File: config.mk
export PLATFORM = sky130hd
export DESIGN_NAME = sdram_wb_arbiter
export DESIGN_NICKNAME = d
export VERILOG_FILES = /design/src/rtl/archie_mem_pkg.sv /design/src/rtl/rom_erase_counter.sv /design/src/rtl/sdram_wb_arbiter.sv
export SDC_FILE = /design/constraint.sdc
export NUM_CORES = 1
export LEC_CHECK = 0
export CORE_MARGIN = 1
export CORE_UTILIZATION = 38
export CTS_CLUSTER_DIAMETER = 200
export CTS_CLUSTER_SIZE = 30
export DETAILED_ROUTE_END_ITERATION = 16
export GPL_ROUTABILITY_DRIVEN = 0
export MAX_ROUTING_LAYER = met4
export PLACE_DENSITY_LB_ADDON = 0.25
export SKIP_LAST_GASP = 1
export SLEW_MARGIN = 30
export SYNTH_ARGS = -nofsm -noshare
export SYNTH_HDL_FRONTEND = slang
export SYNTH_SLANG_ARGS = --single-unit
File: constraint.sdc
create_clock -name clk_sys -period 2.27 [get_ports clk_sys]
set_input_delay 0.3405 -clock clk_sys [delete_from_list [all_inputs] [get_ports clk_sys]]
set_output_delay 0.3405 -clock clk_sys [all_outputs]
set_load 0.1 [all_outputs]
File: src/rtl/archie_mem_pkg.sv
// archie_mem_pkg: shared types for the SDRAM Wishbone arbiter
package archie_mem_pkg;
  typedef enum logic [2:0] {CORE, DRAIN, ERASE, LOAD, LDWR} arb_state_t;
  localparam logic [2:0] CTI_CLASSIC = 3'b000;
  localparam logic [2:0] CTI_EOB = 3'b111;
  typedef struct packed {
    logic        stb;
    logic        we;
    logic [3:0]  sel;
    logic [23:0] adr;
    logic [31:0] dat;
  } wb_req_t;
endpackage

File: src/rtl/rom_erase_counter.sv
// rom_erase_counter: erase word counter that advances on each acknowledged beat
module rom_erase_counter #(
  parameter int AW = 20
) (
  input  logic          clk_sys,
  input  logic          reset,
  input  logic          clr_i,
  input  logic          adv_i,
  output logic [AW-1:0] cnt_o,
  output logic          last_o
);
  logic [AW-1:0] cnt_q, cnt_d;
  always_comb cnt_d = clr_i ? '0 : adv_i ? cnt_q + AW'(1) : cnt_q;
  always_ff @(posedge clk_sys) cnt_q <= reset ? '0 : cnt_d;
  assign cnt_o = cnt_q;
  assign last_o = &cnt_q;
endmodule

File: src/rtl/sdram_wb_arbiter.sv
// sdram_wb_arbiter: shares the SDRAM Wishbone port between the core and the ROM download path
module sdram_wb_arbiter
  import archie_mem_pkg::*;
#(
  parameter int         ERASE_AW = 20,
  parameter logic [1:0] ROM_PAGE = 2'b01
) (
  input  logic        clk_sys,
  input  logic        reset,
  input  logic        dl_active,
  input  logic        ioctl_wr,
  input  logic [21:0] ioctl_addr,
  input  logic [15:0] ioctl_dout,
  output logic        ioctl_stall,
  output logic        core_hold,
  input  logic        core_stb,
  input  logic        core_cyc,
  input  logic        core_we,
  input  logic [3:0]  core_sel,
  input  logic [2:0]  core_cti,
  input  logic [21:0] core_adr,
  input  logic [31:0] core_dat_o,
  output logic        core_ack,
  output logic        ram_stb,
  output logic        ram_cyc,
  output logic        ram_we,
  output logic [3:0]  ram_sel,
  output logic [23:0] ram_adr,
  output logic [31:0] ram_dat,
  input  logic        ram_ack
);
  arb_state_t state_q, state_d;
  logic dl_q, hold_q, stall_q, stall_d;
  logic [20:0] ld_adr_q, ld_adr_d;
  logic [15:0] ld_dat_q, ld_dat_d;
  logic [ERASE_AW-1:0] cnt;
  logic last, ack, dl_rise, drain_done;
  logic unused_addr0;
  wb_req_t core_req, erase_req, ld_req, req;
  assign unused_addr0 = ioctl_addr[0];
  assign ack = ram_ack && ram_stb;
  assign dl_rise = dl_active && !dl_q;
  assign drain_done = (ack && (core_cti == CTI_CLASSIC || core_cti == CTI_EOB)) || !core_cyc;
  rom_erase_counter #(.AW(ERASE_AW)) u_cnt (
    .clk_sys(clk_sys),
    .reset  (reset),
    .clr_i  (state_q != ERASE),
    .adv_i  (state_q == ERASE && ack && dl_active && !last),
    .cnt_o  (cnt),
    .last_o (last)
  );
  always_comb begin
    state_d = state_q;
    stall_d = stall_q;
    ld_adr_d = ld_adr_q;
    ld_dat_d = ld_dat_q;
    case (state_q)
      CORE: if (dl_rise) begin
        state_d = core_cyc ? DRAIN : ERASE;
        stall_d = 1'b1;
      end
      DRAIN: if (drain_done) begin
        state_d = dl_active ? ERASE : CORE;
        stall_d = dl_active;
      end
      ERASE: if (ack && (last || !dl_active)) begin
        state_d = dl_active ? LOAD : CORE;
        stall_d = 1'b0;
      end
      LOAD: begin
        stall_d = ioctl_wr;
        if (ioctl_wr) begin
          ld_adr_d = ioctl_addr[21:1];
          ld_dat_d = ioctl_dout;
          state_d = LDWR;
        end else if (!dl_active) state_d = CORE;
      end
      LDWR: if (ack) begin
        state_d = dl_active ? LOAD : CORE;
        stall_d = 1'b0;
      end
      default: state_d = CORE;
    endcase
  end
  always_ff @(posedge clk_sys) begin
    if (reset) begin
      state_q <= CORE;
      dl_q <= 1'b0;
      hold_q <= 1'b0;
      stall_q <= 1'b0;
      ld_adr_q <= '0;
      ld_dat_q <= '0;
    end else begin
      state_q <= state_d;
      dl_q <= dl_active;
      hold_q <= state_q != CORE;
      stall_q <= stall_d;
      ld_adr_q <= ld_adr_d;
      ld_dat_q <= ld_dat_d;
    end
  end
  // ram_* depend only on state and registers, never on ram_ack
  assign core_req = '{stb: core_stb, we: core_we, sel: core_sel, adr: {2'b00, core_adr}, dat: core_dat_o};
  assign erase_req = '{stb: 1'b1, we: 1'b1, sel: 4'hf, adr: {ROM_PAGE, 22'(cnt)}, dat: 32'h0};
  assign ld_req = '{stb: 1'b1, we: 1'b1, sel: ld_adr_q[0] ? 4'hc : 4'h3,
                    adr: {ROM_PAGE, 2'b00, ld_adr_q[20:1]}, dat: {ld_dat_q, ld_dat_q}};
  assign req = state_q == ERASE ? erase_req : state_q == LDWR ? ld_req :
               state_q == LOAD ? '0 : core_req;
  assign ram_stb = req.stb;
  assign ram_cyc = req.stb;
  assign ram_we = req.we;
  assign ram_sel = req.sel;
  assign ram_adr = req.adr;
  assign ram_dat = req.dat;
  assign core_ack = ram_ack && (state_q == CORE || state_q == DRAIN);
  assign ioctl_stall = stall_q;
  assign core_hold = state_q != CORE || hold_q;
endmodule
==> results.txt <==
The portion of synthesized area spent on multiplexers is less than 1%. Entering global routing, the biggest net connects 50 pins. The worst hold path begins at reset. By area, the combinational part of the netlist is dominated by simple AND/OR/NAND/NOR gates. The mapped netlist covers between 3000 and 4000 um^2.

The die is roughly 100 um wide. The switching fraction of total power came out at a little over half. No sink is reached through more buffers than the 2 on the longest clock path.

For this run the aggregate overflow at the end of global routing stands at 0. Detailed placement finished with a half-perimeter wire length of approximately 11,000 um. The net switching component of the power is between 0.003 and 0.004 W. The effective utilization at floorplan is between 30% and 40%. The synthesized net count is 670. The critical path startpoint category is a flip-flop. The number of I/O pins came out at between 150 and 200. For hold timing, the worst endpoint is dl_q. In this run the power density over the cells is a little over 1000 nW/um^2. The register bit count reported by yosys is 63.

The global-route wire length before repair came out at around 24,000 um. The vertical die dimension came out at between 100 and 150 um. The tree built by TritonCTS fans out to 63 sinks.

The number of cells on the worst reg-to-reg path came out at 6. The number of antenna diodes in the final layout is 0. The clock transition at the registers of the reported paths is approximately 0.070 ns. Traced cell by cell, the critical path runs through buf_4, nor2_4, buf_4, nand2_1, a31oi_4, buf_12. The number of distinct library cell variants in the gate-level netlist after synthesis is 65. The number of nets in the final layout is 829.

The internal power consumption came out at approximately 0.0035 W. After detailed routing, the number of remaining DRC violations is 0. The area inside the core boundary came out at between 9000 and 10,000 um^2. The clock period could shrink to 2.19 ns. After filler insertion, the fill cell instance count of the layout stands at 670. Detailed routing inserted a total of ~4,800 vias. The portion of total power attributed to sequential cells is about 16%. The worst hold slack across all endpoints came out at approximately 0.35 ns. TritonCTS built the clock tree. The arrival time at the worst endpoint came out at 1.85 ns. The adder and majority cell fraction of the synthesized area is less than 1%. The portion of the clock cycle consumed by the worst path in the final layout came out at 96.3%. The count of nets left with antenna violations once routing finished came out at 0. The worst hold path passes through 2 cells. The highest-delay cell along the critical path is dfxtp_2.

The Yosys warning count is 0. In this design, the stage delay of the slowest critical-path cell is between 0.3 and 0.4 ns. The number of global-route vias before repair came out at 4,835. The number of hold violations in the final report came to 0. In this design, the largest share of critical-path delay is due to buffers and inverters. The layout cell share with drive strength beyond 1 is 29.1%. The final clock skew came out at about 0.013 ns. The endpoint required time on the critical path is 1.93 ns. The start-to-end type of the worst setup path is reg2out.

The worst register-to-register path has a setup slack of 0.15 ns. The max-slew violation total from the final report is 0. The clock insertion delay at the later pin of the skew report is about 0.34 ns.

The source of the worst register-to-register timing path is u_cnt.cnt_o[8]. For this run, the register share of the synthesized area comes to 32.2%. The async set-reset flop share out of synthesis is 0%.

Setup violations remaining at the end of the flow were counted as 0. The number of buffer and inverter stages on the critical path is 3. The synthesized-area fraction occupied by ao, oa, aoi and oai cells is around 29%. The clock network fraction of total power came out at 11.7%. The number of antenna violations at the first check in global routing is 0.

In the synthesized netlist the dominant register cell turns out to be dfxtp_1. The cell sitting at the root of the clock tree is a clkbuf_8. The total power of the final layout came out at roughly 0.0075 W.

The number of enable flip-flop cells after synthesis came out at 0. The die covers between 10,000 and 15,000 um^2. The gate count of the mapped netlist came out at 562. The global-route usage over all layers came out at ~28%. The area growth from synthesis to layout is 89.1%. The count of buffers from port buffering came out at 170.

For this run, the detailed router's first-pass iteration total came to 5. In this run the worst hold path is classified as in2reg. The post-detailed-routing wire length came out at around 15,000 um. After floorplanning, the core was divided into 36 placement rows. The run finished with clean final reports.

The largest vdd supply drop came out at roughly 0.00098 V. In this run, post-CTS hold repair placed 0 buffers. The post-synthesis xor/xnor area fraction is about 1.8%.

The highest clock rate is between 0.4 and 0.5 GHz. The endpoint identified for the worst register-to-register timing path is u_cnt.cnt_o[11]. The reported leakage power came out at between 2 and 2.5 nW. Setup repair after global routing could not meet its margin everywhere. The worst setup path is captured at a primary output. The average size of a mapped cell is ~7 um^2. After the first detailed-routing iteration, the DRC count stood at between 200 and 300.

The clock tree synthesis step divided the H-tree into 3 levels. The tool flagged a number of max-cap violations equal to 0. The simple-gate share of the synthesized area came out at 29.8%. The portion of total power attributed to combinational logic came out at between 70% and 80%.

The detailed-route wire length per cell came out at approximately 17 um. The total CTS buffers is 9. The cell that appears most often on the critical path is buf_4. The maximum net fanout on the critical path is 21. The detailed-route vias per instance is approximately 5.6.
-- final cells by class --
cell class	count	area, um^2	share of cell area (%)
clock buffers	14	163	2.20
clock inverters	1	5.00	0.0676
inverters	6	22.5	0.304
multi-input cells	444	3170	42.8
flip-flops and latches	63	1270	17.2
well taps	133	166	2.25
repair buffers	197	2610	35.3
-- cells in the mapped netlist, types with 5 or more instances --
cell type / instances / share of area [%]
a21oi_1: 82 / 10
a21oi_2: 6 / 1.3
a221oi_1: 20 / 4.5
a31oi_1: 22 / 3.5
and3_1: 6 / 0.96
buf_1: 6 / 0.58
clkbuf_1: 32 / 3.1
dfxtp_1: 63 / 32
inv_1: 6 / 0.58
nand2_1: 182 / 17
nand3_1: 10 / 1.3
nor2_1: 21 / 2.0
o21a_1: 5 / 0.96
o21ai_0: 5 / 0.64
o22ai_1: 7 / 1.1
xnor2_1: 6 / 1.3
-- state kept, by name, indices dropped and copies added, names as in the netlist --
register and flops:
state_q 3, u_cnt.cnt_o 20, ld_adr_q 21, dl_q 1, ld_dat_q 16, hold_q 1, ioctl_stall 1
-- routing by layer --
layer,share of wire [%],up-vias,GRT usage [%]
met4,2.5,0,10.2
met2,51,185,48.8
met5,0,-,-
met1,41,2316,33.3
met3,5.2,33,4.53
li1,-,2311,-
-- per-stage QoR --
step	TNS (ns)	std cells	utilization [%]	worst slack [ns]	instance area, um^2
2_1_floorplan	-0.667	562	-	-0.0959	4620
3_3_place_gp	0	842	72.1	0.0878	7110
3_5_place_dp	0	842	72.1	0.0936	7110
4_1_cts	-0.00798	858	74.1	-0.00581	7310
5_1_grt	0	858	75.0	0.00206	7400
6_report	0	858	75.0	0.0836	7400
-- logic make-up (layout without fill, tap and decap cells) --
| logic type | count (synthesis) | in the layout |
|---|---|---|
| buffers and inverters | 55 | 218 |
| AO/OA/AOI/OAI | 173 | 173 |
| multiplexers | 3 | 3 |
| other | 1 | 1 |
| XOR/XNOR | 8 | 8 |
| flip-flops | 63 | 63 |
| adder cells (fa/ha/maj) | 1 | 1 |
| AND/OR/NAND/NOR | 258 | 258 |
-- timing repair --
action | 4_1_cts | 5_1_grt
setup endpoints to repair | 58 | 56
setup buffers | 0 | 0
pin swaps | 0 | 1
gates cloned | 1 | 0
gates resized for setup | 9 | 18
-- power by group through the flow --
stage	Sequential (W)	Clock, W	Combinational (W)
floorplan	0.00124	0	0.00343
global placement	0.00120	0	0.00526
detailed placement	0.00120	0	0.00530
CTS	0.00118	0.000881	0.00532
global route	0.00119	0.000933	0.00554
finish	0.00118	0.000874	0.00540
-- placed cells by master, fill, tap and decap left out, types with 3 or more instances in the layout --
master and count:
a21oi_1 45, buf_12 68, buf_4 19, buf_6 4, clkbuf_1 3, nand2_1 180
o21ai_0 5, a221oi_1 8, o31ai_1 3, nor2_1 19, a21oi_4 29, nand3_1 10
or3_1 3, nor4_2 3, or3_2 3, and3_1 6, o22ai_1 7, inv_1 6
dfxtp_1 60, a211oi_1 3, a31oi_4 20, xnor2_1 6, o21a_1 5, clkbuf_8 11
clkdlybuf4s50_1 104, nor3_1 3, a21oi_2 14, or4_2 3, a221oi_2 12
-- worst max path at each step --
stage                     from     endpoint  slack, ns  depth (start not counted)
detailed placement   dl_active  ioctl_stall       0.09                          6
CTS                 state_q[0]   ram_adr[8]     -0.006                          6
finish              state_q[1]   ram_adr[8]       0.08                          6
floorplan           state_q[2]      ram_stb       -0.1                          6
global placement     dl_active  ioctl_stall       0.09                          6
global route        state_q[1]   ram_sel[0]      0.002                          7
No activity file was read; power rests on OpenSTA's default activity.
